## config.mk

```make
export PLATFORM = sky130hd
export DESIGN_NAME = clk_div_ctrl
export DESIGN_NICKNAME = d
export VERILOG_FILES = /design/src/rtl/clk_div_ctrl.sv
export SDC_FILE = /design/constraint.sdc
export NUM_CORES = 1
export LEC_CHECK = 0
export ABC_CLOCK_PERIOD_IN_PS = 5200
export CORE_UTILIZATION = 40
export CTS_CLUSTER_DIAMETER = 50
export DETAILED_ROUTE_END_ITERATION = 10
export SYNTH_ARGS = -nofsm -noshare
export SYNTH_HDL_FRONTEND = slang
export SYNTH_SLANG_ARGS = --single-unit
```

## constraint.sdc

```tcl
create_clock -name clkin -period 5.2 [get_ports clkin]
set_clock_uncertainty 0.2 [all_clocks]
set_input_delay 1.56 -clock clkin [delete_from_list [all_inputs] [get_ports clkin]]
set_output_delay 1.56 -clock clkin [all_outputs]
set_load 0.01 [all_outputs]
```

## src/rtl/clk_div_ctrl.sv

```systemverilog
// clk_div_ctrl: run-time programmable clock divider with clean start/stop
// sequencing and ratio changes that only land on period boundaries.
module clk_div_ctrl #(
  parameter int CNT_W       = 8,
  parameter int DEFAULT_DIV = 6
) (
  input  logic             clkin,
  input  logic             rst,
  input  logic             en,
  input  logic [CNT_W-1:0] div_in,
  input  logic             div_valid,
  output logic             div_ready,
  output logic             clkout,
  output logic             tick,
  output logic [CNT_W-1:0] div_active,
  output logic             busy,
  output logic             err
);

  typedef enum logic [1:0] {S_IDLE, S_RUN, S_DRAIN} state_e;

  localparam logic [CNT_W-1:0] DEF_DIV = CNT_W'(DEFAULT_DIV);
  localparam logic [CNT_W-1:0] MIN_DIV = CNT_W'(2);

  state_e           state_q, state_d;
  logic [CNT_W-1:0] cnt_q, cnt_d;
  logic [CNT_W-1:0] div_q, div_d;
  logic [CNT_W-1:0] pend_q, pend_d;
  logic             pend_vld_q, pend_vld_d;
  logic             clk_q, clk_d;
  logic             tick_q, tick_d;
  logic             err_q, err_d;

  logic accept, legal, wrap;

  // High phase length (N+1)>>1, computed one bit wider so N=2^CNT_W-1 cannot overflow.
  function automatic logic [CNT_W:0] high_len(input logic [CNT_W-1:0] n);
    return ({1'b0, n} + 1'b1) >> 1;
  endfunction

  // A ratio is only taken while nothing is pending; sub-2 ratios are flagged and dropped.
  assign accept = div_valid && !pend_vld_q;
  assign legal  = accept && (div_in >= MIN_DIV);
  assign wrap   = (cnt_q == div_q - 1'b1);

  // Next-state: sequencing, counter, ratio application and registered outputs.
  always_comb begin
    state_d    = state_q;
    cnt_d      = '0;
    div_d      = div_q;
    pend_d     = pend_q;
    pend_vld_d = pend_vld_q;
    clk_d      = 1'b0;
    tick_d     = 1'b0;
    err_d      = accept && !legal;

    case (state_q)
      S_IDLE: begin
        // Idle sits on a boundary, so any ratio can land immediately and the
        // first period after en already uses it.
        if (pend_vld_q) begin
          div_d      = pend_q;
          pend_vld_d = 1'b0;
        end
        if (legal) div_d = div_in;
        if (en) state_d = S_RUN;
      end
      default: begin
        if (wrap) begin
          cnt_d = '0;
          if (pend_vld_q) begin
            div_d      = pend_q;
            pend_vld_d = 1'b0;
          end
          state_d = en ? S_RUN : S_IDLE;
        end else begin
          cnt_d   = cnt_q + 1'b1;
          state_d = en ? S_RUN : S_DRAIN;
        end
        // Captured after the wrap decision so a same-cycle offer waits one period.
        if (legal) begin
          pend_d     = div_in;
          pend_vld_d = 1'b1;
        end
      end
    endcase

    // clkout/tick are derived from the next count and ratio so they stay aligned with cnt.
    if (state_d != S_IDLE) begin
      clk_d  = ({1'b0, cnt_d} < high_len(div_d));
      tick_d = (cnt_d == '0);
    end
  end

  // State register with synchronous reset that overrides everything.
  always_ff @(posedge clkin) begin
    if (rst) begin
      state_q    <= S_IDLE;
      cnt_q      <= '0;
      div_q      <= DEF_DIV;
      pend_q     <= '0;
      pend_vld_q <= 1'b0;
      clk_q      <= 1'b0;
      tick_q     <= 1'b0;
      err_q      <= 1'b0;
    end else begin
      state_q    <= state_d;
      cnt_q      <= cnt_d;
      div_q      <= div_d;
      pend_q     <= pend_d;
      pend_vld_q <= pend_vld_d;
      clk_q      <= clk_d;
      tick_q     <= tick_d;
      err_q      <= err_d;
    end
  end

  assign div_ready  = !pend_vld_q;
  assign clkout     = clk_q;
  assign tick       = tick_q;
  assign div_active = div_q;
  assign busy       = (state_q != S_IDLE);
  assign err        = err_q;

endmodule

```

Word level (Yosys, flattened, before mapping) --
Index checks and enable logic that the tools add are counted.
Word-level totals: register bits 30, output and inout bits 13
Operators by class: bitwise operators 2, $add $sub $neg 3, mux-type cells 13, eq/ne operators 1, order comparisons 2, reductions and logical operators 13
Operators by type and width (number):
- $mux W8 | 6
- $add A8 B1 Y9 const B | 1
- $add A8 B1 Y8 const B | 1
- $eq A8 B8 Y1 | 1
- $ge A8 B2 Y1 const B | 1
- $logic_not A8 Y1 | 1
- $lt A8 B8 Y1 | 1
- $mux W2 | 4
- $sub A8 B1 Y8 const B | 1
- $reduce_bool A2 Y1 | 3
- $reduce_or A2 Y1 | 2
- $logic_and A1 B1 Y1 | 3
- $mux W1 | 3
- $logic_not A1 Y1 | 2
- $logic_not A2 Y1 | 1
- $not A1 Y1 | 2
- $reduce_and A2 Y1 | 1

Depth between registers and ports, before layout --
Gate-level depths: netlist (run 1).
depth in word-level cells 7, mapped depth 17, mapped depth without buffers 17

Worst setup path before layout (run 1) --
OpenSTA, ideal clock, no wires.
path kind input port to flip-flop, start in div_in[4], end reg clk_q, in the netlist clkout, library setup time 0.058 ns, slack 0.332 ns, data arrival time 4.610 ns, stages on the path 16, required time 4.942 ns, cell sequence or4_1 or4_1 nand2_4 buf_4 o211ai_1 o21ai_1 nor2_1 or2_1 ha_1 nand2_1 xor2_1 ha_1 a21o_1 a21o_1 a221oi_1 o21a_1
On the way: cells in the longest elaborated chain, start to end 6
Ends and longest elaborated chain:
- start: declaration | RTL line 10 | input logic [CNT_W-1:0] div_in,
- $ge A8 B2 Y1 | RTL line 43 | assign legal = accept && (div_in >= MIN_DIV);
- $logic_and A1 B1 Y1 | RTL line 43
- $mux W8 | RTL line 65 | if (legal) div_d = div_in;
- $mux W8 | RTL line 57 | case (state_q)
- via div_d[0] | RTL line 27 | logic [CNT_W-1:0] div_q, div_d;
- $add A8 B1 Y9 | RTL line 38 | return ({1'b0, n} + 1'b1) >> 1;
- $lt A8 B8 Y1 | RTL line 90 | clk_d = ({1'b0, cnt_d} < high_len(div_d));
- end signal: assignment | RTL line 112 | clk_q <= clk_d;
- end: declaration | RTL line 30 | logic clk_q, clk_d;
The timed path passes the listed nets, and every way through them passes these cells. A chain may end at the register's enable or synchronous reset.

Worst setup path after layout (run 1) --
Ends and elaborated chain as after synthesis.

==> results of run 1 <==
## state kept, by name, summed over array words and instances, names as in the netlist
signal and cells:
clkout 1, cnt_q 8, div_active 8, err 1
pend_q 8, pend_vld_q 1, state_q 2, tick 1
## power by group
| part | internal (mW) | total, mW | switching (mW) | leakage [nW] |
|---|---|---|---|---|
| registers | 0.242 | 0.259 | 0.0175 | 0.245 |
| clock network | 0.107 | 0.194 | 0.0872 | 0.0482 |
| logic | 0.0932 | 0.188 | 0.0946 | 0.696 |
| total | 0.442 | 0.641 | 0.199 | 0.989 |
## cells in the mapped netlist, drive strengths merged (3+ instances only)
master,number,area (µm²)
a221oi,3,26.3
nand2,35,139
nor3,4,25.0
nor2b,6,37.5
ha,10,125
xor2,7,61.3
a21o,3,22.5
o21a,4,31.3
nor2,32,125
buf,6,50.0
or2,5,33.8
o21ai,7,35.0
or4,4,33.8
xnor2,12,105
dfxtp,30,601
and3,4,30.0
mux2i,3,30.0
nand2b,3,18.8
nand3,9,50.1
and2,3,21.3
inv,6,22.5
o211ai,10,85.1
a21oi,12,60.1
clkbuf,3,11.3
## worst max-delay path by stage
stage	endpoint	slack, ns	startpoint
final	clkout	0.23	div_in[4]
after global routing	clkout	0.007	div_in[4]
after CTS	clkout	0.09	div_in[4]
after detailed placement	clkout	-0.20	div_in[4]
after global placement	clkout	-0.10	div_in[4]
after floorplan	clkout	0.33	div_in[4]
## cell usage in the layout (no fill, tap or decap), types with 5 or more instances in the layout
master / count
clkdlybuf4s50_1: 24
o21ai_1: 5
inv_1: 6
ha_1: 9
nand3_1: 8
nor2_1: 30
nand2_1: 34
xor2_1: 7
a21oi_1: 12
dfxtp_1: 30
buf_4: 17
nor2b_1: 6
o211ai_1: 8
clkbuf_8: 6
xnor2_1: 12
## cell families (layout without fill, tap and decap cells)
| logic type | count (synthesis) | in the layout |
|---|---|---|
| simple gates | 117 | 117 |
| compound gates | 52 | 52 |
| flops | 30 | 30 |
| xor+xnor | 19 | 19 |
| buf+inv | 15 | 55 |
| fa+ha+maj | 10 | 10 |
| mux | 4 | 4 |
## per-layer routing
| layer | track usage (%) | up-vias |
|---|---|---|
| met3 | 4.12 | 6 |
| met4 | 6.41 | 0 |
| met2 | 30.7 | 31 |
| met1 | 30.0 | 883 |
| li1 | - | 954 |
| met5 | 0 | - |
## metrics by stage
stage	setup TNS, ns	power [mW]	cells	hold slack, ns	instance area [µm²]
after floorplan	0	0.380	247	0.237	2070
final	0	0.641	354	0.256	2570
after global routing	0	0.678	354	0.287	2570
after detailed placement	-0.202	0.447	345	0.251	2450
after CTS	0	0.643	353	0.261	2540
after global placement	-0.102	0.446	345	0.246	2450
## critical path, cell delays in order
cell,delay [ns]
clkdlybuf4s50_1,0.41
or4_1,0.53
or4_4,0.46
nand2_4,0.12
o211ai_1,0.10
o21ai_1,0.10
nor2_1,0.06
or2_1,0.26
ha_2,0.22
nand2_1,0.08
xor2_1,0.16
ha_1,0.26
a21o_1,0.16
a21o_1,0.18
a221oi_2,0.20
o21a_1,0.14
## repair_timing
action,in CTS,in global routing
endpoints found under the hold margin,0,0
endpoints found under the setup margin,0,1
resized for setup,0,4
buffers inserted,0,1
## final cells by class
| class | count | share of cell area [%] |
|---|---|---|
| clock buffer | 7 | 3.36 |
| clock inverter | 1 | 0.195 |
| inverter | 6 | 0.877 |
| multi-input combinational | 202 | 54.6 |
| sequential | 30 | 23.4 |
| tap | 67 | 3.27 |
| timing repair buffer | 41 | 14.3 |
==> results.py, run 1 <==
metrics = {
    "die": {
        "initial_core_util_pct": 42.6,
        "die_h_um": 73.9,
        "rows": 25,
        "die_w_um": 73.9,
        "coreArea_um2": 4850,
        "pin_count": 25,
        "die_area_um2": 5460,
    },
    "worst_hold_path": {
        "hp-start": "pend_q[5]",
        "hold_path_class": "flop to flop",
        "whs_endpoint": "pend_q[5]",
        "holdPathStages": 2,
    },
    "route": {
        "drt-total-wl_mm": 5.22,
        "first_pass_iters": 4,
        "viasPerCell": 5.29,
        "ant_nets": 0,
        "highest_layer": "met4",
        "wl_per_cell_um": 14.8,
        "met2WireLength_mm": 2.30,
        "wl_met1_mm": 2.71,
        "wl_met3_um": 159,
        "first_iter_violations": 124,
        "vias": 1874,
        "drc": 0,
    },
    "final_layout": {
        "diodes": 0,
        "regArea_um2": 601,
        "multi_input_area_um2": 1400,
        "syn_to_final_growth_pct": 24.2,
        "drive_gt1_share_pct": 17.4,
        "utilization_pct": 53.0,
        "nFillCells": 490,
        "nets": 308,
    },
    "pwr": {
        "p_per_area_nw_per_um2": 250,
        "cellLeakagePower_nw": 0.989,
        "peakVddDrop_mv": 0.146,
    },
    "logic_synthesis": {
        "muxShareOfSynthArea_pct": 2.00,
        "synth-xor-area-share_pct": 8.05,
        "synth_fa_ha_area_share_pct": 6.05,
        "ys_ff_latch": 30,
        "ys.flop_type": "dfxtp_1",
        "netlist_instances": 247,
        "synth_top_family_by_area": "simple AND/OR/NAND/NOR gates",
        "mappedNetlistArea_um2": 2070,
        "synth_nets": 269,
        "seq_area_frac_synth_pct": 29.1,
        "syn_area_per_cell_um2": 8.37,
        "synth_cell_type_count": 60,
        "yosys.area_share.simple_pct": 30.6,
        "yosys_warnings": 0,
        "synth-compound-area-share_pct": 20.2,
        "ys_async_sr_fraction_pct": 0,
        "synth_edf_count": 0,
    },
    "grt": {
        "grt_pass1_vias": 1702,
        "track_usage_pct": 20.7,
        "grt_max_degree": 24,
        "grt_antenna_before_repair": 0,
        "grt_pass1_wl_mm": 8.49,
        "gr-total-overflow": 0,
    },
    "clock_tree": {
        "clock_path_buffers": 2,
        "path_clk_slew_ns": 0.06,
        "clock_latency_ns": 0.28,
        "cts_sinks": 30,
        "cts_hold_buf": 0,
        "cts_buffers": 5,
        "cts_htree_levels": 2,
        "cts-root-buf": "clkbuf_8",
        "tritoncts": "yes",
    },
    "placement": {
        "port-buffer-count": 24,
        "dpl.hpwl_mm": 3.83,
        "place_ws_ns": -0.202,
        "gp_congestion": 0.822,
    },
    "sta": {
        "hold_viol": 0,
        "rsz0062_at_grt": "false",
        "fin_crit_sh_pct": 95.5,
        "tightest_slew_ns": 0.720,
        "slew_viol_final": 0,
        "setup-violations-final": 0,
        "max_freq_mhz": 201,
        "fin_ws_ns": 0.234,
        "min_period_ns": 4.97,
        "slew_headroom_pct": 51.8,
    },
    "critical_path": {
        "required_ns": 5.23,
        "end_kind": "flop",
        "crit_type": "primary input to flop",
        "path_max_fanout": 7,
        "cp.arrival_ns": 5.00,
        "r2r-start": "div_active[0]",
        "start_kind": "primary input",
        "rrSetupSlack_ns": 0.95,
        "reg2reg_depth": 17,
        "reg2reg_to": "clkout",
    },
    "outcome": {
        "outcome": "completed",
    },
    "flow_run": {
        "max_cap_violations": 0,
    },
}
Note: power is estimated with default switching activity, not from simulation.
==> run 2, diff against run 1 <==
--- a/config.mk
+++ b/config.mk
@@ -5,10 +5,11 @@
 export SDC_FILE = /design/constraint.sdc
 export NUM_CORES = 1
 export LEC_CHECK = 0
-export ABC_CLOCK_PERIOD_IN_PS = 5200
+export ABC_CLOCK_PERIOD_IN_PS = 4019
 export CORE_UTILIZATION = 40
 export CTS_CLUSTER_DIAMETER = 50
 export DETAILED_ROUTE_END_ITERATION = 10
+export REMOVE_ABC_BUFFERS = 1
 export SYNTH_ARGS = -nofsm -noshare
 export SYNTH_HDL_FRONTEND = slang
 export SYNTH_SLANG_ARGS = --single-unit
==> constraint.sdc (replaced) <==
create_clock -name clkin -period 4.02 [get_ports clkin]
set_clock_uncertainty 0.2 [all_clocks]
set_input_delay 1.206 -clock clkin [delete_from_list [all_inputs] [get_ports clkin]]
set_output_delay 1.206 -clock clkin [all_outputs]
set_load 0.01 [all_outputs]
==> run 2 against run 1 <==
The flow now finishes with violations (setup timing). First-iteration DRC count fell by 23%. Register-to-register slack got worse by 0.90 ns. Worst setup slack got worse by 0.46 ns. Sequential share of layout area is 2.0 points lower. Critical path depth is the same. Die area unchanged. Critical path type unchanged.
==> results.py, run 2 (same netlist as run 1, synthesis figures left out) <==
metrics = {
    "outcome": {
        "outcome": "finished, violations left",
        "violations": "setup timing",
    },
    "die": {
        "die_h_um": 73.9,
        "pin_count": 25,
        "initial_core_util_pct": 42.6,
        "coreArea_um2": 4850,
        "rows": 25,
        "die_w_um": 73.9,
        "die_area_um2": 5460,
    },
    "final_layout": {
        "final_cell_mix": "nand2_1 (33), buf_4 (31), dfxtp_1 (30)",
        "layout_commonest_cell": "nand2_1",
        "diodes": 0,
        "drive_gt1_share_pct": 26.8,
        "nFillCells": 453,
        "utilization_pct": 58.0,
        "instances_no_fill": 373,
        "syn_to_final_growth_pct": 36.0,
        "nets": 327,
    },
    "sta": {
        "fin_hold_ws_ns": 0.258,
        "fin_ws_ns": -0.229,
        "slew_headroom_pct": 56.1,
        "slew_viol_final": 0,
        "hold_viol": 0,
        "max_freq_mhz": 235,
        "rsz0062_at_grt": "true",
        "tightest_slew_ns": 0.656,
        "fin_crit_sh_pct": 106,
        "min_period_ns": 4.25,
        "setup-violations-final": 1,
    },
    "critical_path": {
        "crit_slowest_cell": "or4_4",
        "start_kind": "primary input",
        "crit_type": "primary input to flop",
        "rrSetupSlack_ns": 0.05,
        "cp.arrival_ns": 4.29,
        "r2r-start": "div_active[1]",
        "end_kind": "flop",
        "path_max_fanout": 5,
        "crit_end": "clkout",
        "critPathMaxStageDelay_ns": 0.52,
        "reg2reg_to": "clkout",
        "worstSetupStartpoint": "div_in[6]",
        "required_ns": 4.06,
        "reg2reg_depth": 17,
        "path_cells": "buf_6 -> or4_4 -> or4_4 -> nand2_4 -> buf_6 -> nand3_2 -> o211ai_1 -> o211ai_2 -> and4bb_2 -> nand2_2 -> xor2_2 -> ha_1 -> a21o_1 -> a21o_1 -> a221oi_2 -> o21a_1",
    },
    "placement": {
        "gp_congestion": 0.859,
        "port-buffer-count": 24,
        "dpl.hpwl_mm": 4.09,
        "place_ws_ns": -0.991,
        "placed_cells": 360,
    },
    "pwr": {
        "peakVddDrop_mv": 0.210,
        "cellLeakagePower_nw": 1.12,
        "p_per_area_nw_per_um2": 357,
    },
    "clock_tree": {
        "clock_path_buffers": 2,
        "clock_latency_ns": 0.29,
        "tritoncts": "yes",
        "cts-root-buf": "clkbuf_8",
        "cts_htree_levels": 2,
        "path_clk_slew_ns": 0.07,
        "cts_buffers": 5,
        "cts_sinks": 30,
    },
    "worst_hold_path": {
        "hold_path_class": "flop to flop",
    },
    "flow_run": {
        "max_cap_violations": 0,
    },
    "route": {
        "drt-total-wl_mm": 5.69,
        "drc": 0,
        "vias": 2030,
        "first_iter_violations": 96,
        "ant_nets": 0,
        "first_pass_iters": 4,
        "viasPerCell": 5.44,
        "wl_per_cell_um": 15.2,
    },
    "grt": {
        "gr-total-overflow": 0,
        "track_usage_pct": 22.7,
        "grt_pass1_vias": 1914,
        "grt_pass1_wl_mm": 9.34,
        "grt_antenna_before_repair": 0,
        "grt_max_degree": 23,
    },
}
run 2: changes by cell type in the layout (fill, tap and decap cells not counted), moves of 2 or more:
cell / previous run / this run
xor2_1: 7 / 5
buf_2: 0 / 2
clkdlybuf4s50_1: 24 / 20
buf_4: 17 / 31
nand2_2: 0 / 2
xor2_2: 0 / 2
buf_6: 0 / 6
bufinv_16: 0 / 2
run 2: cell type report:
class | count | area (µm²) | area share [%]
clock inverters | 2 | 60.1 | 2.14
multi-input cells | 203 | 1450 | 51.6
well taps | 67 | 83.8 | 2.98
repair buffers | 59 | 510 | 18.2
inverters | 6 | 22.5 | 0.801
flip-flops and latches | 30 | 601 | 21.4
clock buffers | 6 | 82.6 | 2.94
run 2: per-stage QoR:
stage | total power, mW | setup TNS, ns | cell area, µm²
CTS | 0.991 | -0.295 | 2750
global route | 1.05 | -0.352 | 2810
floorplan | 0.481 | -0.434 | 2010
detailed placement | 0.594 | -0.991 | 2560
finish | 1.00 | -0.229 | 2810
global placement | 0.592 | -0.898 | 2560
run 2: worst min path at each step:
stage               cells after the start         to  startpoint
floorplan                               2  pend_q[3]   pend_q[3]
global placement                        2  pend_q[4]   pend_q[4]
detailed placement                      2  pend_q[4]   pend_q[4]
CTS                                     2  pend_q[3]   pend_q[3]
global route                            2  pend_q[3]   pend_q[3]
finish                                  2  pend_q[3]   pend_q[3]
run 2: routing by layer:
| layer | global-route usage, % | wire (µm) |
|---|---|---|
| met1 | 32.7 | 2730 |
| met2 | 33.0 | 2500 |
| met3 | 5.90 | 374 |
| met4 | 6.41 | 82 |
| met5 | 0 | 0 |
run 2: what timing repair did:
item                                    CTS  global route
gates resized for setup                  22            13
endpoints found under the setup margin    1             1
pin swaps                                12            15
setup buffers                             2             2
hold buffers                              0             0
cloned                                    1             0
run 2: power breakdown:
part / internal [mW] / switching (mW)
Clock: 0.265 / 0.127
Sequential: 0.313 / 0.0184
Combinational: 0.144 / 0.138
run 2: critical path, delay by kind of cell:
kind	cells	cell delay (ns)
AND/OR/NAND/NOR	6	1.52
AO/OA/AOI/OAI	6	0.97
adder cells (fa/ha/maj)	1	0.25
buffers and inverters	2	0.19
XOR/XNOR	1	0.15
